==> config.mk <==
export PLATFORM = sky130hd
export DESIGN_NAME = dsp_mac_pipe_flat
export DESIGN_NICKNAME = d
export VERILOG_FILES = /design/src/rtl/dsp_mac_pipe_if.sv /design/src/rtl/dsp_mac_pipe.sv /design/src/flat_wrapper.sv
export SDC_FILE = /design/constraint.sdc
export NUM_CORES = 2
export LEC_CHECK = 0
export BUFFER_PORTS_ARGS = -buffer_cell sky130_fd_sc_hd__buf_2
export CORE_ASPECT_RATIO = 0.5
export CORE_MARGIN = 5
export CORE_UTILIZATION = 53
export CTS_CLUSTER_SIZE = 8
export DETAILED_ROUTE_END_ITERATION = 12
export GPL_TIMING_DRIVEN = 0
export PLACE_DENSITY = 0.69
export REMOVE_ABC_BUFFERS = 1
export SYNTH_ARGS = -nofsm -noshare
export SYNTH_HDL_FRONTEND = slang
export SYNTH_SLANG_ARGS = --single-unit
==> constraint.sdc <==
create_clock -name clk -period 7.46 [get_ports clk]
set_input_delay 1.119 -clock clk [delete_from_list [all_inputs] [get_ports clk]]
set_output_delay 1.119 -clock clk [all_outputs]
set_load 0.01 [all_outputs]
==> src/rtl/dsp_mac_pipe_if.sv <==
// Operand/result handshake bundle for dsp_mac_pipe: valid/ready on the
// operand side, valid/ready on the result side.
interface dsp_mac_pipe_if #(
  parameter int AW = 18,
  parameter int BW = 18,
  parameter int PW = 48
);
  logic                 in_valid;
  logic                 in_ready;
  logic signed [AW-1:0] a;
  logic signed [BW-1:0] b;
  logic signed [BW-1:0] d;
  logic signed [PW-1:0] c;
  logic [2:0]           op;
  logic                 out_valid;
  logic                 out_ready;
  logic signed [PW-1:0] p;
  logic                 carryout;
  logic                 ovf;

  modport master (
    output in_valid, a, b, d, c, op, out_ready,
    input  in_ready, out_valid, p, carryout, ovf
  );

  modport slave (
    input  in_valid, a, b, d, c, op, out_ready,
    output in_ready, out_valid, p, carryout, ovf
  );
endinterface

==> src/rtl/dsp_mac_pipe.sv <==
// Three-stage pre-add / multiply / post-add MAC with a registered accumulator,
// optional saturation and a single global stall driven by the result handshake.
module dsp_mac_pipe #(
  parameter int AW        = 18,
  parameter int BW        = 18,
  parameter int PW        = 48,
  parameter int PREADD_EN = 1,
  parameter int SAT_EN    = 1
) (
  input logic          clk,
  input logic          rstn,
  dsp_mac_pipe_if.slave bus
);
  localparam int MW = AW + BW + 1;
  localparam logic [PW-1:0] P_MAX = {1'b0, {(PW-1){1'b1}}};
  localparam logic [PW-1:0] P_MIN = {1'b1, {(PW-1){1'b0}}};

  typedef enum logic [1:0] {
    POST_M   = 2'b00,
    POST_CM  = 2'b01,
    POST_ACC = 2'b10,
    POST_SUB = 2'b11
  } post_op_e;

  logic stall;
  logic adv;

  logic                 s1_valid;
  logic signed [AW-1:0] s1_a;
  logic signed [BW:0]   s1_pre;
  logic [PW-1:0]        s1_c;
  post_op_e             s1_op;

  logic                 s2_valid;
  logic [PW-1:0]        s2_m;
  logic [PW-1:0]        s2_c;
  post_op_e             s2_op;

  logic                 out_valid_q;
  logic [PW-1:0]        p_q;
  logic                 co_q;
  logic                 ovf_q;

  // Whole pipe freezes while a result waits for the consumer.
  assign stall        = out_valid_q & ~bus.out_ready;
  assign adv          = ~stall;
  assign bus.in_ready = rstn & adv;

  logic signed [BW:0] b_ext;
  logic signed [BW:0] d_ext;
  logic signed [BW:0] pre;

  assign b_ext = {bus.b[BW-1], bus.b};
  assign d_ext = {bus.d[BW-1], bus.d};

  generate
    if (PREADD_EN != 0) begin : g_preadd
      assign pre = bus.op[2] ? (d_ext - b_ext) : (d_ext + b_ext);
    end else begin : g_no_preadd
      assign pre = b_ext;
    end
  endgenerate

  // Both operands widened to the full product width so the multiply is exact.
  logic signed [MW-1:0] a_mx;
  logic signed [MW-1:0] pre_mx;
  logic signed [MW-1:0] m;

  assign a_mx   = {{(MW-AW){s1_a[AW-1]}}, s1_a};
  assign pre_mx = {{(MW-BW-1){s1_pre[BW]}}, s1_pre};
  assign m      = a_mx * pre_mx;

  logic [PW-1:0] x;
  logic [PW-1:0] y;
  logic          cin;
  logic [PW:0]   usum;
  logic [PW:0]   exact;
  logic          co_n;
  logic          ovf_n;
  logic [PW-1:0] p_n;

  // Subtract is x + ~m + 1; the sign-extended copy of the same sum is the
  // exact result, so its top two bits disagree exactly on overflow.
  always_comb begin
    // NOTE: every output of this block gets a default first so no path infers a latch.
    x   = '0;
    y   = s2_m;
    cin = 1'b0;
    case (s2_op)
      POST_CM:  x = s2_c;
      POST_ACC: x = p_q;
      POST_SUB: begin
        x   = p_q;
        y   = ~s2_m;
        cin = 1'b1;
      end
      default:  x = '0;
    endcase
    usum  = {1'b0, x} + {1'b0, y} + {{PW{1'b0}}, cin};
    exact = {x[PW-1], x} + {y[PW-1], y} + {{PW{1'b0}}, cin};
    co_n  = (s2_op == POST_M) ? 1'b0 : usum[PW];
    ovf_n = exact[PW] ^ exact[PW-1];
    p_n   = exact[PW-1:0];
    if (ovf_n && (SAT_EN != 0)) begin
      p_n = exact[PW] ? P_MIN : P_MAX;
    end
  end

  // NOTE: all pipeline state uses non-blocking assignments so every stage samples pre-edge values.
  always_ff @(posedge clk or negedge rstn) begin
    if (!rstn) begin
      s1_valid    <= 1'b0;
      s1_a        <= '0;
      s1_pre      <= '0;
      s1_c        <= '0;
      s1_op       <= POST_M;
      s2_valid    <= 1'b0;
      s2_m        <= '0;
      s2_c        <= '0;
      s2_op       <= POST_M;
      out_valid_q <= 1'b0;
      p_q         <= '0;
      co_q        <= 1'b0;
      ovf_q       <= 1'b0;
    end else if (adv) begin
      s1_valid <= bus.in_valid;
      if (bus.in_valid) begin
        s1_a   <= bus.a;
        s1_pre <= pre;
        s1_c   <= bus.c;
        s1_op  <= post_op_e'(bus.op[1:0]);
      end
      s2_valid <= s1_valid;
      if (s1_valid) begin
        s2_m  <= {{(PW-MW){m[MW-1]}}, m};
        s2_c  <= s1_c;
        s2_op <= s1_op;
      end
      // A bubble clears out_valid but leaves the result and flags in place.
      out_valid_q <= s2_valid;
      if (s2_valid) begin
        p_q   <= p_n;
        co_q  <= co_n;
        ovf_q <= ovf_n;
      end
    end
  end

  assign bus.out_valid = out_valid_q;
  assign bus.p         = p_q;
  assign bus.carryout  = co_q;
  assign bus.ovf       = ovf_q;
endmodule

==> src/flat_wrapper.sv <==
// flat-port wrapper written by rule: the top's interface ports become plain ports
module dsp_mac_pipe_flat 
#(
  parameter int AW        = 18,
  parameter int BW        = 18,
  parameter int PW        = 48,
  parameter int PREADD_EN = 1,
  parameter int SAT_EN    = 1
)
  (clk, rstn, bus_in_valid, bus_a, bus_b, bus_d, bus_c, bus_op, bus_out_ready, bus_in_ready, bus_out_valid, bus_p, bus_carryout, bus_ovf);
  dsp_mac_pipe_if #(.AW(AW), .BW(BW), .PW(PW)) bus_i ();
  input logic clk;
  input logic rstn;
  input wire logic [$bits(bus_i.in_valid)-1:0] bus_in_valid;
  input wire logic [$bits(bus_i.a)-1:0] bus_a;
  input wire logic [$bits(bus_i.b)-1:0] bus_b;
  input wire logic [$bits(bus_i.d)-1:0] bus_d;
  input wire logic [$bits(bus_i.c)-1:0] bus_c;
  input wire logic [$bits(bus_i.op)-1:0] bus_op;
  input wire logic [$bits(bus_i.out_ready)-1:0] bus_out_ready;
  output wire logic [$bits(bus_i.in_ready)-1:0] bus_in_ready;
  output wire logic [$bits(bus_i.out_valid)-1:0] bus_out_valid;
  output wire logic [$bits(bus_i.p)-1:0] bus_p;
  output wire logic [$bits(bus_i.carryout)-1:0] bus_carryout;
  output wire logic [$bits(bus_i.ovf)-1:0] bus_ovf;
  assign bus_i.in_valid = bus_in_valid;
  assign bus_i.a = bus_a;
  assign bus_i.b = bus_b;
  assign bus_i.d = bus_d;
  assign bus_i.c = bus_c;
  assign bus_i.op = bus_op;
  assign bus_i.out_ready = bus_out_ready;
  assign bus_in_ready = bus_i.in_ready;
  assign bus_out_valid = bus_i.out_valid;
  assign bus_p = bus_i.p;
  assign bus_carryout = bus_i.carryout;
  assign bus_ovf = bus_i.ovf;
  dsp_mac_pipe #(.AW(AW), .BW(BW), .PW(PW), .PREADD_EN(PREADD_EN), .SAT_EN(SAT_EN)) u_core (.clk(clk), .rstn(rstn), .bus(bus_i));
endmodule
* Yosys cells after proc, flatten, opt, wreduce, memory -nomap -nowiden
Cells that the tools add are included.
** Operators by class
- Add/subtract/negate cells :: 6
- $mul :: 1
- Equal/unequal tests :: 3
- Multiplexer cells :: 7
- Bitwise gates (word level) :: 6
- Reductions and logical operators :: 5
** Operators with widths (count)
- 2-to-1 mux 48 bit :: 3
- adder 48 x 48 -> 49 bit :: 2
- adder 49 x 1 -> 49 bit :: 2
- one-hot mux 48 bit (2 select lines) :: 1
- NOT 48 bit :: 1
- multiplier 18 x 19 -> 37 bit :: 1
- adder 18 x 18 -> 19 bit :: 1
- 2-to-1 mux 19 bit :: 1
- subtractor 18 x 18 -> 19 bit :: 1
- AND reduction 2 bit :: 3
- == test 2 bit (second input constant) :: 2
- bitwise AND 1 bit :: 2
- == test 2 x 1 -> 1 bit (second input constant) :: 1
- logical NOT 2 bit :: 1
- 2-to-1 mux 1 bit :: 2
- NOT 1 bit :: 2
- OR reduction 2 bit :: 1
- bitwise XOR 1 bit :: 1
** Storage, ports and cells
- Flip-flop bits (word level) :: 227
- Input bits :: 109
- Logic and storage cells :: 41

* Logic depth before layout (Yosys ltp)
- Depth in word-level cells :: 7
- Gate-level depth with buffers :: 28
- Gate-level depth less buffers :: 25

* Worst setup path after synthesis
OpenSTA, ideal clock, no wires.
- Path kind :: register -> register
- Start :: register u_core.s1_pre[18]
- End :: register u_core.s2_m[34]
- Arrival time :: 6288 ps
- Setup slack :: 1054 ps
- Cell stages (with the launch flop) :: 28
- Period minus slack after synthesis :: 6406 ps
- Cells stage by stage :: dfrtp_1 -> clkbuf_1 -> clkbuf_1 -> nand2_1 -> inv_1 -> fa_1 -> inv_1 -> fa_1 -> inv_1 -> ha_1 -> inv_1 -> fa_1 -> inv_1 -> fa_1 -> inv_1 -> fa_1 -> inv_1 -> ha_1 -> and3_1 -> and2_1 -> a221o_1 -> o2bb2ai_1 -> a31oi_1 -> a21oi_1 -> and2_1 -> o21ai_0 -> a21oi_1 -> a21o_1
** On the way
- Word-level cells in the longest chain between the ends :: 1
** Ends and longest elaborated chain
- from (decl) :: line dsp_mac_pipe.sv:30 : logic signed [BW:0] s1_pre;
- from (signal assigned) :: line dsp_mac_pipe.sv:129 : s1_pre <= pre;
- multiplier 18 x 19 -> 37 bit :: line dsp_mac_pipe.sv:71 : assign m = a_mx * pre_mx;
- to (signal assigned) :: line dsp_mac_pipe.sv:135 : s2_m <= {{(PW-MW){m[MW-1]}}, m};
- to (decl) :: line dsp_mac_pipe.sv:35 : logic [PW-1:0] s2_m;
No other way between the ends.
A chain may end at the register's enable or synchronous reset.

* Final worst setup path
- Start :: register u_core.s1_a[2]
- End :: register u_core.s2_m[36] (netlist name)
** On the way
- Word-level cells in the longest chain between the ends :: 1
** Ends and longest elaborated chain
- from (decl) :: line dsp_mac_pipe.sv:29 : logic signed [AW-1:0] s1_a;
- from (signal assigned) :: line dsp_mac_pipe.sv:128 : s1_a <= bus.a;
- multiplier 18 x 19 -> 37 bit :: line dsp_mac_pipe.sv:71
No other way between the ends.

==> impl_metrics.ini <==
[layout]
antennaDiodeCount = 0
syn_to_final_growth_pct = 8.43
multi_input_area_um2 = 18300
fin_nets = 3481
final_common_cell = inv_1
mostFrequentLayoutCells = 465 x inv_1, 347 x fa_1, 293 x nand2_1
layoutNonFillerInstCount = 3517
regArea_um2 = 5700
drive_gt1_share_pct = 13.4
final_core_util_pct = 58.3
fin_area_um2 = 28500
nFillCells = 4297

[setup_path]
crit_fanout = 20
reg2reg_depth = 24
start_kind = flip-flop
arrival_ns = 7.45
r2r_start = u_core.s1_a[2]
worstSetupEndpointType = flip-flop
critPathKind = reg -> reg
cp-startpoint = u_core.s1_a[2]
critPathRequiredTime_ns = 7.82

[cts]
clk_latency_ns = 0.53
cts_buffer_depth = 3
cts_setup_buffers = 0
cts_tree = yes
cts_hold_buf = 0
htree_levels = 2
path_clk_slew_ns = 0.05
cts.repair.resized = 0
cts_sinks = 227
numCtsBuffers = 34
cts_root_buffer = clkbuf_16

[detailed_routing]
wl_met3_mm = 3.66
top_layer = met4
wl_met2_mm = 28.5
vias_per_cell = 5.44
dr.pass1.iters = 5
vias = 19100
drc = 0
wl_per_cell_um = 17.7
met1_length_mm = 28.6
wl_mm = 62.2
drtIter0Drc = 1208
ant_nets = 0

[synthesis]
synth-seq-cells = 227
synth_area_leader_cell = fa_1
synth-seq-area-share_pct = 21.6
netlist-cell-type-count = 73
synth_flop_cell = dfrtp_1
synth-edff-count = 0
yosysWarnings = 0
syn_area_per_cell_um2 = 9.36
synth_area_um2 = 26200
postSynth.asyncResetShare_pct = 100
syn_inst = 2803
synthDominantCellAreaShare_pct = 26.5
synthTopCellsByArea = fa_1 26%, dfrtp_1 22%, ha_1 7.7%

[placed_design]
dp_hpwl_mm = 47.2
gp_congestion = 0.866
port_buffers = 160
post-place-cells = 3477
placed_cell_area_um2 = 27500

[global_route]
grt_pass1_vias = 20400
overflow = 0
grt_antenna_before_repair = 0
grt_pass1_wl_mm = 105
grt_start_max_net_pins = 116
track_usage_pct = 23.5

[floorplanning]
ios = 161
die_w_um = 325
initial_core_util_pct = 53.8
die_area_um2 = 54300
rows = 57
core_um2 = 48800
die-height_um = 167

[timing]
finalCriticalPeriod_ns = 7.08
setup_viol = 0
slew_headroom_pct = 12.3
finalHoldViolCount = 0
rsz0062_at_grt = no
fin_tns_setup_ns = 0
tightest_slew_ns = 1.31
slew_viol_final = 0
skew_ns = 0.0205
max_freq_mhz = 141
fin_crit_sh_pct = 94.9

[flow_run]
drv_cap = 0

[worst_hold_path]
hp-class = in -> async

[outcome]
status = finished, final reports clean
[cell usage after synthesis (all sizes together) (14+ instances only)]
cell / count
o21a: 22
nor2: 124
clkbuf: 125
a21oi: 102
nor3: 24
a211oi: 25
xor2: 30
buf: 18
ha: 161
nand2: 298
o21ai: 131
nand2b: 14
fa: 347
o21bai: 20
mux2: 127
nand3: 24
a21o: 42
xnor2: 116
a22o: 49
inv: 465
dfrtp: 227
nand4: 16
and2: 182
[critical path, stage by stage (launching register included)]
cell and delay, ns:
dfrtp_1 0.62, and2_1 0.27, fa_1 0.52, inv_1 0.14, fa_1 0.52, inv_1 0.07
ha_2 0.51, inv_1 0.24, fa_1 0.52, inv_1 0.05, fa_1 0.53, inv_1 0.05
fa_1 0.53, inv_1 0.06, ha_1 0.35, and3_1 0.22, and2_1 0.15, a221o_1 0.36
o2bb2ai_1 0.13, a31oi_1 0.22, a21oi_1 0.17, a211oi_1 0.28, o21bai_1 0.12, xnor2_1 0.18
o21ai_0 0.09
[sequential cells by signal, summed over array words and instances (netlist names), 2 cells and up]
name           flops
u_core.s2_c       48
u_core.s2_op       2
u_core.s1_c       48
u_core.s2_m       37
u_core.s1_a       18
u_core.bus.p      48
u_core.s1_pre     19
u_core.s1_op       2
[worst paths after layout]
kind | end | slack, ns
max in group asynchronous | u_core.s1_c[15] | 6.17
worst min-delay path | u_core.s1_pre[9] | 0.42
min in group clk | u_core.s2_c[22] | 0.49
worst max-delay path | u_core.s2_m[36] | 0.38
worst min register to register | u_core.s2_c[22] | 0.49
worst max register to register | u_core.s2_m[36] | 0.38
[area by class of cell]
class,instances,share of cell area [%]
Multi-Input combinational cell,1968,64.2
Sequential cell,227,20.0
Inverter,465,6.13
Timing Repair Buffer,168,3.54
Clock buffer,37,3.14
Tap cell,649,2.85
Clock inverter,3,0.119
[cells by family (layout without fill, tap and decap cells)]
logic type	Yosys count	after routing	synth area share (%)
AO/OA/AOI/OAI	450	450	11.3
XOR/XNOR	146	146	4.87
adder cells (fa/ha/maj)	508	508	34.1
buffers and inverters	608	673	8.91
flip-flops	227	227	21.6
multiplexers	131	131	5.68
AND/OR/NAND/NOR	733	733	13.5
[metrics by stage]
step / hold slack (ns) / setup slack [ns]
after global placement: 0.481 / -1.27
after floorplan: 0.452 / 1.13
after detailed placement: 0.489 / 0.101
final: 0.421 / 0.377
after CTS: 0.405 / 0.0484
after global routing: 0.411 / 0.0428
[per-layer routing]
metal / global-route usage (%) / up-vias
met3: 4.02 / 87
met5: 0 / -
li1: - / 9044
met4: 5.36 / 0
met2: 38.6 / 485
met1: 33.2 / 9521
Power is not shown: default switching activity piles up to over one toggle a cycle in this logic, so the estimate is an artifact.
